[config.mk]
export PLATFORM = sky130hd
export DESIGN_NAME = alu_muldiv_seq
export DESIGN_NICKNAME = d
export VERILOG_FILES = /design/src/rtl/alu_muldiv_pkg.sv /design/src/rtl/cond_negate.sv /design/src/rtl/alu_muldiv_seq.sv
export SDC_FILE = /design/constraint.sdc
export NUM_CORES = 1
export LEC_CHECK = 0
export ABC_AREA = 1
export BUFFER_PORTS_ARGS = -buffer_cell sky130_fd_sc_hd__buf_2
export CAP_MARGIN = 20
export CORE_MARGIN = 2
export CORE_UTILIZATION = 48
export CTS_CLUSTER_SIZE = 40
export DETAILED_ROUTE_END_ITERATION = 12
export GPL_TIMING_DRIVEN = 0
export PLACE_DENSITY = 0.71
export SYNTH_ARGS = -nofsm -noshare
export SYNTH_HDL_FRONTEND = slang
export SYNTH_HIERARCHICAL = 1
export SYNTH_SLANG_ARGS = --single-unit
[constraint.sdc]
create_clock -name CLK -period 6.8 [get_ports CLK]
set_input_delay 0 -clock CLK [delete_from_list [all_inputs] [get_ports CLK]]
set_output_delay 0 -clock CLK [all_outputs]
set_load 0.01 [all_outputs]
[src/rtl/alu_muldiv_pkg.sv]
// Shared encodings for the iterative multiply/divide unit.
// Operation codes, FSM states and the default operand width.
package alu_muldiv_pkg;

    localparam int WIDTH_DEF = 32;

    typedef enum logic [1:0] {
        OP_MULU = 2'b00,
        OP_MUL  = 2'b01,
        OP_DIVU = 2'b10,
        OP_DIV  = 2'b11
    } op_e;

    typedef enum logic [1:0] {
        IDLE   = 2'b00,
        CALC   = 2'b01,
        FIX    = 2'b10,
        FINISH = 2'b11
    } state_e;

endpackage

[src/rtl/cond_negate.sv]
// Conditional two's-complement negate; purely combinational, zero latency.
// Used for operand magnitudes and for the sign fix-up of results.
module cond_negate #(
    parameter int W = 32
) (
    input  logic [W-1:0] din,
    input  logic         neg,
    output logic [W-1:0] dout
);

    assign dout = neg ? (~din + W'(1)) : din;

endmodule

[src/rtl/alu_muldiv_seq.sv]
// Iterative one-bit-per-clock multiply (shift-add) / divide (restoring) unit.
// DONE pulses WIDTH+2 edges after the START edge; START is only honoured in IDLE.
module alu_muldiv_seq
    import alu_muldiv_pkg::*;
#(
    parameter int WIDTH = WIDTH_DEF
) (
    input  logic             CLK,
    input  logic             RST,
    input  logic             START,
    input  logic [1:0]       OP,
    input  logic [WIDTH-1:0] A,
    input  logic [WIDTH-1:0] B,
    output logic             BUSY,
    output logic             DONE,
    output logic [WIDTH-1:0] HI,
    output logic [WIDTH-1:0] LO,
    output logic             DIV_BY_ZERO
);

    localparam int CW = $clog2(WIDTH + 1);

    state_e               state;
    state_e               state_nxt;
    logic [CW-1:0]        cnt;
    logic                 div_q;
    logic                 sign_res;
    logic                 sign_rem;
    logic                 dbz_q;
    logic [WIDTH-1:0]     a_raw;
    logic [WIDTH-1:0]     opnd;
    logic [2*WIDTH-1:0]   acc;

    logic                 accept;
    logic                 last_iter;
    logic                 in_div;
    logic                 in_signed;
    logic [WIDTH-1:0]     mag_a;
    logic [WIDTH-1:0]     mag_b;
    logic [2*WIDTH-1:0]   fix_prod;
    logic [WIDTH-1:0]     fix_quo;
    logic [WIDTH-1:0]     fix_rem;
    logic [WIDTH:0]       mul_sum;
    logic [WIDTH:0]       div_trial;
    logic [2*WIDTH-1:0]   mul_step;
    logic [2*WIDTH-1:0]   div_step;

    assign in_div    = (OP == OP_DIVU) || (OP == OP_DIV);
    assign in_signed = (OP == OP_MUL)  || (OP == OP_DIV);
    assign last_iter = (cnt == CW'(WIDTH - 1));

    // 0x80..0 negates to itself, which read as unsigned is the correct magnitude.
    cond_negate #(.W(WIDTH)) u_neg_a (.din(A), .neg(in_signed & A[WIDTH-1]), .dout(mag_a));
    cond_negate #(.W(WIDTH)) u_neg_b (.din(B), .neg(in_signed & B[WIDTH-1]), .dout(mag_b));

    cond_negate #(.W(2*WIDTH)) u_fix_prod (.din(acc), .neg(sign_res), .dout(fix_prod));
    cond_negate #(.W(WIDTH)) u_fix_quo (.din(acc[WIDTH-1:0]), .neg(sign_res), .dout(fix_quo));
    cond_negate #(.W(WIDTH)) u_fix_rem (.din(acc[2*WIDTH-1:WIDTH]), .neg(sign_rem), .dout(fix_rem));

    // Multiply: acc = {partial, multiplier}; add on LSB, shift right.
    assign mul_sum  = {1'b0, acc[2*WIDTH-1:WIDTH]} + (acc[0] ? {1'b0, opnd} : {(WIDTH+1){1'b0}});
    assign mul_step = {mul_sum, acc[WIDTH-1:1]};

    // Divide: acc = {remainder, dividend/quotient}; shift left, trial subtract.
    assign div_trial = acc[2*WIDTH-1:WIDTH-1] - {1'b0, opnd};
    assign div_step  = div_trial[WIDTH] ? {acc[2*WIDTH-2:0], 1'b0}
                                        : {div_trial[WIDTH-1:0], acc[WIDTH-2:0], 1'b1};

    always_ff @(posedge CLK or posedge RST) begin
        if (RST) state <= IDLE;
        else     state <= state_nxt;
    end

    always_comb begin
        state_nxt = state;
        case (state)
            IDLE:    if (START)     state_nxt = CALC;
            CALC:    if (last_iter) state_nxt = FIX;
            FIX:                    state_nxt = FINISH;
            FINISH:                 state_nxt = IDLE;
            default:                state_nxt = IDLE;
        endcase
    end

    always_comb begin
        BUSY   = (state == CALC) || (state == FIX);
        accept = (state == IDLE) && START;
    end

    always_ff @(posedge CLK or posedge RST) begin
        if (RST) begin
            cnt         <= '0;
            div_q       <= 1'b0;
            sign_res    <= 1'b0;
            sign_rem    <= 1'b0;
            dbz_q       <= 1'b0;
            a_raw       <= '0;
            opnd        <= '0;
            acc         <= '0;
            DONE        <= 1'b0;
            HI          <= '0;
            LO          <= '0;
            DIV_BY_ZERO <= 1'b0;
        end else begin
            DONE <= 1'b0;
            if (accept) begin
                div_q    <= in_div;
                sign_res <= in_signed & (A[WIDTH-1] ^ B[WIDTH-1]);
                sign_rem <= in_signed & A[WIDTH-1];
                dbz_q    <= in_div && (B == '0);
                a_raw    <= A;
                opnd     <= in_div ? mag_b : mag_a;
                acc      <= {{WIDTH{1'b0}}, (in_div ? mag_a : mag_b)};
                cnt      <= '0;
            end
            case (state)
                CALC: begin
                    acc <= div_q ? div_step : mul_step;
                    cnt <= cnt + CW'(1);
                end
                FIX: acc <= div_q ? {fix_rem, fix_quo} : fix_prod;
                FINISH: begin
                    DONE        <= 1'b1;
                    HI          <= dbz_q ? a_raw : acc[2*WIDTH-1:WIDTH];
                    LO          <= dbz_q ? {WIDTH{1'b1}} : acc[WIDTH-1:0];
                    DIV_BY_ZERO <= dbz_q;
                end
                default: ;
            endcase
        end
    end

endmodule

==> reports/qor.csv <==
metric,value,unit
maxSlewViolCount,0,
crit_chain,clkbuf_1 -> clkbuf_1 -> nand2_1 -> inv_1 -> ha_1 -> inv_1 -> fa_1 -> inv_1 -> nand3_1 -> nand3_1 -> nand2_1 -> nand2_1 -> nand2_1 -> nand2_1 -> nand2_1 -> nand3_1 -> nand2_1 -> nor2_1 -> nor2_1 -> nand2_1 -> nand2_1 -> nand2_1 -> nand2_1,
synth_edf_count,0,
leakage,14.21,nW
synth-warning-count,6,
cts_max_level,1,
fin_nets,4498,
grt.busiest_layer,met2,
die_y,225.6,microns
p_seq_share,20.8,%
slowest_delay,480,ps
met2_usage,58.95,%
yosysTopAreaCell,nand2_1,
end_kind,flop,
power,13.97,mW
dp_cells,4931,
cts.sinks,206,
first_iter_violations,3280,
gp_congestion,1.083,
core_area,48750,sq um
clockBufferDepth,3,
crit_type,flop to flop,
pwr-share-clk,10.6,%
tightest_slew,1081,ps
power.density,525.4,nW/um^2
portBuffers,135,
setup-violations-final,0,
io-pin-count,136,
initial_utilization,48.36,%
cts_resized,0,
synthCells,4131,
cpMaxStageDelayCell,clkbuf_1,
power_report.internal_total,5.707,mW
num_vias,27790,
placed_cell_area,25110,sq um
track_usage,39.17,%
crit_path_frequent_cell,nand2_1,
final_cells,5038,
grt_max_degree,117,
critical_path_peak_fanout,10,
p_comb_share,68.6,%
clock_latency,600,ps
synth_seq_cells,206,
hpwl,78670,microns
firstDrtPassIters,6,
async_flop_share,100.0,%
final.period_utilization,54.55,%
ant_nets,0,
maxCapViolations,0,
cp.required,7280,ps
postRouteWirelength,100100,microns
drc,0,
ys.flop_type,dfrtp_1,
synth.area.top_cells,"nand2_1 (25%), dfrtp_1 (22%), inv_1 (8.6%)",
overflow,0,
finClkSkew,21.18,ps
max_freq,269.6,MHz
cts_tree,done,
syn_nets,4277,
fp-row-count,81,
syn_to_final_growth,12.79,%
slew_headroom,27.91,%
wire_per_inst,19.86,microns
grt_pass1_wl,150400,microns
synth_top_area_share,25.03,%
antenna_found_initial,8,
rsz0062_at_grt,no,
numCtsBuffers,26,
cts_root_buf,clkbuf_16,
grt_pass1_vias,25630,
layout_common_cells,"nand2_1 (1572), inv_1 (538), nor2_1 (436)",
synth_cell_type_count,52,
fp.dieW,225.6,microns
post_synth.cell_area_avg,5.706,sq um
synth_area,23570,sq um
ir_drop,253.9,uV
hp-class,input port to flop,
viasPerCell,5.515,
stdcell_area,26590,sq um
fin_crit,3709,ps
drive_above_1_share,8.625,%
gr-usage-met1,51.29,%
final_hold_viol_count,0,
critPathArrivalTime,4190,ps
swShare,59.15,%
final_common_cell,nand2_1,
clkTransAtPathRegs,60,ps
worstSetupStartpointType,flop,
switchingPower,8.263,mW
crit_buf_inv,5,
ys_seq_area_share,21.87,%
crit_family,simple AND/OR/NAND/NOR gates,
status,completed,
die_area,50900,sq um
grt_use_met3,8.782,%
through the flow:
stage / utilization [%] / TNS (ps) / hold WS (ps) / setup slack (ps)
6_report: 54.54 / 0 / 22.47 / 3091
5_1_grt: 54.53 / 0 / 34.35 / 2779
4_1_cts: 54.53 / 0 / 0.8285 / 3150
3_5_place_dp: 51.52 / 0 / 146.5 / 3187
3_3_place_gp: 51.45 / -320570 / 256.8 / -1604
2_1_floorplan: - / 0 / 109.6 / 1176
worst register-to-register path: stages (launching register included):
cell and delay [ps]:
dfrtp_1 450, clkbuf_1 330, clkbuf_1 480, nand2_1 110
inv_1 90, ha_1 160, inv_1 60, fa_1 400
inv_1 100, nand3_1 70, nand3_1 110, nand2_1 60
nand2_1 170, nand2_1 70, nand2_1 160, nand2_1 110
nand3_1 100, nand2_1 50, nor2_1 110, nor2_1 50
nand2_1 200, nand2_1 70, nand2_1 60, nand2_1 50
what timing repair did:
item,CTS,global route
endpoints found under the setup margin,0,0
hold endpoints to repair,145,0
hold buffers,57,0
setup buffers,0,0
sequential cells by signal (all words and copies together), names as in the netlist:
register,count
cnt,6
state,2
dbz_q,1
DIV_BY_ZERO,1
LO,32
a_raw,32
DONE,1
opnd,32
acc,64
div_q,1
sign_rem,1
HI,32
sign_res,1
per-layer routing:
| metal | vias to the layer above | share of wire [%] |
|---|---|---|
| met3 | 342 | 11 |
| met5 | - | 0.040 |
| li1 | 13420 | - |
| met1 | 12530 | 40 |
| met4 | 6 | 6.8 |
| met2 | 1492 | 42 |
cell families (layout without fill, tap and decap cells):
kind of cell	count (synthesis)	after routing	share of synthesized area (%)
and+or+nand+nor	2433	2433	43.68
buffers and inverters	709	949	11.82
AOI/OAI and AO/OA	587	587	14.03
DFF	206	206	21.87
xor gates and xnor gates	119	119	4.453
adders and majority gates	77	77	4.151
other	0	3	0
synthesized netlist by cell type (14+ instances only):
library cell and n:
nor2_1 436, nand3_1 213, nand4_1 39, buf_2 26, nand3b_1 20, xor2_1 55, o22ai_1 14, a31oi_1 47
clkbuf_1 98, nand2_1 1572, ha_1 75, nand2_2 23, xnor2_1 63, nor2_4 33, o311ai_0 17, inv_1 539
dfrtp_1 206, nor2_2 43, o21a_1 33, o21ai_0 317, buf_1 15, a21oi_1 118
final cells by class:
class / instances / area (sq um)
clock inverter: 15 / 202.7
buffer: 155 / 685.7
sequential: 206 / 5155
clock buffer: 32 / 693.2
antenna: 3 / 7.507
timing repair buffer: 193 / 1274
inverter: 554 / 2107
tap: 664 / 830.8
multi-input combinational: 3216 / 15630
fill: 5143 / 22160
power by group through the flow:
| stage | clock network, mW | logic [mW] | registers [mW] |
|---|---|---|---|
| 4_1_cts | 1.49 | 9.30 | 2.84 |
| 5_1_grt | 1.54 | 10.6 | 2.93 |
| 6_report | 1.48 | 9.58 | 2.91 |
| 3_5_place_dp | 0 | 9.23 | 2.86 |
| 3_3_place_gp | 0 | 9.16 | 2.85 |
| 2_1_floorplan | 0 | 6.47 | 2.45 |
path summary, 6_finish.rpt:
| check | startpoint | end | slack (ps) | cells past startpoint |
|---|---|---|---|---|
| max in group asynchronous | RST | acc[59] | 5650 | 4 |
| min in group asynchronous | RST | a_raw[23] | 80 | 3 |
| max | acc[0] | acc[59] | 3090 | 23 |
| min | B[22] | opnd[22] | 20 | 5 |
| max reg2reg | acc[0] | acc[59] | 3090 | 23 |
| min reg2reg | a_raw[16] | a_raw[16] | 480 | 2 |
No activity file was read; power rests on OpenSTA's default activity.
